File: src/rtl/td4_data_selector_if.sv
// Operand-selector bus: the three candidate operands, the two decoded select
// bits and the selected operand, grouped for the TD4 ALU input path.
interface td4_data_selector_if #(
  parameter int unsigned WIDTH = 4
);
  logic [WIDTH-1:0] IN_A;
  logic [WIDTH-1:0] IN_B;
  logic [WIDTH-1:0] IN_SW;
  logic             SEL_A;
  logic             SEL_B;
  logic [WIDTH-1:0] OUT_Y;

  modport master (
    output IN_A, IN_B, IN_SW, SEL_A, SEL_B,
    input  OUT_Y
  );

  modport slave (
    input  IN_A, IN_B, IN_SW, SEL_A, SEL_B,
    output OUT_Y
  );
endinterface

File: src/rtl/td4_data_selector.sv
// TD4 ALU-operand selector: A, B, switch port or zero, optionally registered.
// Define DATA_SELECTOR_SW_SYNC_EN to pass IN_SW through a 2-flop synchroniser.
module td4_data_selector #(
  parameter int unsigned WIDTH   = 4,
  parameter bit          OUT_REG = 1'b1
) (
  input  logic                CLK,
  input  logic                RST,
  td4_data_selector_if.slave  bus
);

  logic [WIDTH-1:0] sw_path;
  logic [WIDTH-1:0] y_d;

`ifdef DATA_SELECTOR_SW_SYNC_EN
  logic [WIDTH-1:0] sw_meta_q;
  logic [WIDTH-1:0] sw_sync_q;

  always_ff @(posedge CLK) begin
    if (RST) begin
      sw_meta_q <= '0;
      sw_sync_q <= '0;
    end else begin
      sw_meta_q <= bus.IN_SW;
      sw_sync_q <= sw_meta_q;
    end
  end

  assign sw_path = sw_sync_q;
`else
  assign sw_path = bus.IN_SW;
`endif

  // Unknown select bits fall through to the default and yield zero.
  always_comb begin
    y_d = '0;
    case ({bus.SEL_B, bus.SEL_A})
      2'b00:   y_d = bus.IN_A;
      2'b01:   y_d = bus.IN_B;
      2'b10:   y_d = sw_path;
      default: y_d = '0;
    endcase
  end

  generate
    if (OUT_REG) begin : g_reg
      logic [WIDTH-1:0] y_q;

      always_ff @(posedge CLK) begin
        if (RST) begin
          y_q <= '0;
        end else begin
          y_q <= y_d;
        end
      end

      assign bus.OUT_Y = y_q;
    end else begin : g_comb
      assign bus.OUT_Y = y_d;
    end
  endgenerate

endmodule

File: src/flat_wrapper.sv
// flat-port wrapper written by rule: the top's interface ports become plain ports
module td4_data_selector_flat 
#(
  parameter int unsigned WIDTH   = 4,
  parameter bit          OUT_REG = 1'b1
)
  (CLK, RST, bus_IN_A, bus_IN_B, bus_IN_SW, bus_SEL_A, bus_SEL_B, bus_OUT_Y);
  td4_data_selector_if #(.WIDTH(WIDTH)) bus_i ();
  input  logic CLK;
  input  logic RST;
  input wire logic [$bits(bus_i.IN_A)-1:0] bus_IN_A;
  input wire logic [$bits(bus_i.IN_B)-1:0] bus_IN_B;
  input wire logic [$bits(bus_i.IN_SW)-1:0] bus_IN_SW;
  input wire logic [$bits(bus_i.SEL_A)-1:0] bus_SEL_A;
  input wire logic [$bits(bus_i.SEL_B)-1:0] bus_SEL_B;
  output wire logic [$bits(bus_i.OUT_Y)-1:0] bus_OUT_Y;
  assign bus_i.IN_A = bus_IN_A;
  assign bus_i.IN_B = bus_IN_B;
  assign bus_i.IN_SW = bus_IN_SW;
  assign bus_i.SEL_A = bus_SEL_A;
  assign bus_i.SEL_B = bus_SEL_B;
  assign bus_OUT_Y = bus_i.OUT_Y;
  td4_data_selector #(.WIDTH(WIDTH), .OUT_REG(OUT_REG)) u_core (.CLK(CLK), .RST(RST), .bus(bus_i));
endmodule
File: config.mk
export PLATFORM = sky130hd
export DESIGN_NAME = td4_data_selector_flat
export DESIGN_NICKNAME = d
export VERILOG_FILES = /design/src/rtl/td4_data_selector_if.sv /design/src/rtl/td4_data_selector.sv /design/src/flat_wrapper.sv
export SDC_FILE = /design/constraint.sdc
export NUM_CORES = 1
export LEC_CHECK = 0
export CAP_MARGIN = 10
export CORE_AREA = 2 2 39 41
export DETAILED_ROUTE_END_ITERATION = 16
export DIE_AREA = 0 0 41 43
export PLACE_DENSITY = 0.48
export SKIP_CTS_REPAIR_TIMING = 1
export SLEW_MARGIN = 30
export SYNTH_ARGS = -nofsm -noshare
export SYNTH_HDL_FRONTEND = slang
export SYNTH_SLANG_ARGS = --single-unit
File: constraint.sdc
create_clock -name CLK -period 1.2 [get_ports CLK]
set_input_delay 0.24 -clock CLK [delete_from_list [all_inputs] [get_ports CLK]]
set_output_delay 0.24 -clock CLK [all_outputs]
set_load 0.05 [all_outputs]
==> results.ini <==
[drt]
vias_per_cell=4.11
drt-total-wl_um=638
initialDrtViolationCount=2
vias=255
wl_per_cell_um=10.3
ant_nets=0
drcViolationCount=0
drt_pass1_iterations=2

[global_routing]
grt_pass1_vias=266
grt_antenna_before_repair=0
gr-usage-met1_pct=10.9
busiest_layer=met2
grt_use_met3_pct=2.09
grt_max_degree=9
grt_first_pass_wirelength_um=1060
grt.met2_usage_pct=12.5
gr-usage-all-layers_pct=9.02
overflow=0

[timing]
min_period_ns=1.12
worst_pin_slew_ns=0.299
tns_ns=0
setup_viol=0
hold-worst-slack_ns=0.609
maxSlewHeadroom_pct=80.0
setup_slack_ns=0.0804
max_freq_ghz=0.893
period_share_pct=93.3
hold_viol_final=0
final_max_slew_viol_count=0

[setup_path]
cp.arrival_ns=1.22
crit_required_ns=1.30
critPathLaunchType=input port
critPathMaxFanout=6
critPathKind=input port to flip-flop
worst_setup_path_end_kind=flip-flop

[final_layout]
fin_util_pct=38.7
largest_reg_flops=4
nets=64
nFillCells=146
area_delta_synth_final_pct=119
layout_commonest_cell=clkdlybuf4s50_1
antenna_cells=0
final_cells=62
most-common-layout-cells=clkdlybuf4s50_1 (15), a211oi_1 (5), buf_12 (4), buf_4 (4), dfxtp_1 (4)
drive_gt1_share_pct=41.3

[run]
cap_violations=0

[hold_path]
whs_path_depth=3
hold_end=u_core.bus.OUT_Y[2]
min_from=bus_IN_SW[2]
hold_path.class=input port to flip-flop

[clock_network]
clkTransAtPathRegs_ns=0.04
cts_root_buf=clkbuf_4
cts_tree=built
cts_buffers=3
htreeDepth=1
clockBufferDepth=2
cts.sinks=4

[synth]
ys_top_cells_by_area=dfxtp_1 (33%), a211oi_1 (18%), nand2b_4 (17%)
synth_fp_nets=38
ys_seq_area_share_pct=32.8
synth_top_area_share_pct=32.8
yosysUniqueCellTypes=9
yosysTopAreaCell=dfxtp_1
ys_warn_count=0
synth_seq_cells=4
syn_inst=22
synth_area_um2=244
avgSynthCellArea_um2=11.1

[place]
portBuffers=19
dpl_worst_slack_ns=-0.191
globalplace.congestion=0.596
dpl.cell_count=59
dp_hpwl_um=550

[floorplanning]
fp.dieArea_um2=1760
die_h_um=43
die_x_um=41
core-area_um2=1380
pin_count=20
start_util_pct=17.6
std_cell_rows=14

[power]
p_leak_nw=0.210
vdd_ir_drop_max_mv=0.261
powerDensity_nw_per_um2=917

[run_status]
status=finished clean

[where the power goes]
group / switching (mW) / total (mW) / leakage, nW / internal (mW)
registers: 0.00717 / 0.151 / 0.0333 / 0.143
clock network: 0.0520 / 0.164 / 0.0138 / 0.112
logic: 0.0693 / 0.177 / 0.163 / 0.108
[per-stage QoR]
step	instance area, µm²	power [mW]
3_3_place_gp	508	0.326
6_report	536	0.491
5_1_grt	536	0.517
3_5_place_dp	508	0.329
4_1_cts	531	0.503
2_1_floorplan	244	0.222
[how the worst max path moves through the flow]
| stage | slack (ns) | depth (start not counted) | to | startpoint |
|---|---|---|---|---|
| after CTS | 0.07 | 5 | u_core.bus.OUT_Y[1] | bus_SEL_A |
| final | 0.08 | 5 | u_core.bus.OUT_Y[1] | bus_SEL_A |
| after floorplan | 0.37 | 0 | bus_OUT_Y[0] | u_core.bus.OUT_Y[0] |
| after global routing | -0.006 | 5 | u_core.bus.OUT_Y[1] | bus_SEL_A |
| after global placement | -0.16 | 5 | u_core.bus.OUT_Y[1] | bus_SEL_A |
| after detailed placement | -0.19 | 5 | u_core.bus.OUT_Y[1] | bus_SEL_A |
[critical path, cell delays in order]
cell	delay (ns)
clkdlybuf4s50_1	0.49
buf_4	0.16
nor2b_2	0.05
a211oi_2	0.19
a211oi_1	0.08
[Yosys cell counts]
cell type and number:
buf_6 1, clkbuf_2 1, nand2b_4 3, nor2b_2 2, a211oi_2 2, a211oi_1 6, nand2b_1 1, nor2b_1 2
dfxtp_1 4
[final cells by class]
| cell class | instances | area, µm² | area share [%] |
|---|---|---|---|
| repair buffers | 23 | 260 | 48.6 |
| clock buffers | 3 | 22.5 | 4.21 |
| well taps | 16 | 20.0 | 3.74 |
| flip-flops and latches | 4 | 80.1 | 15.0 |
| multi-input cells | 16 | 153 | 28.5 |
[cell families after synthesis]
| logic type | Yosys count | synth area share (%) |
|---|---|---|
| buffers and inverters | 2 | 6.66 |
| DFF | 4 | 32.8 |
| AOI/OAI and AO/OA | 8 | 28.7 |
| and+or+nand+nor | 8 | 31.8 |
[per-layer routing]
metal	vias up	wire (µm)
met1	106	243
met3	0	87
li1	130	-
met5	-	0
met2	19	307
met4	0	0
No activity file was read; power rests on OpenSTA's default activity.
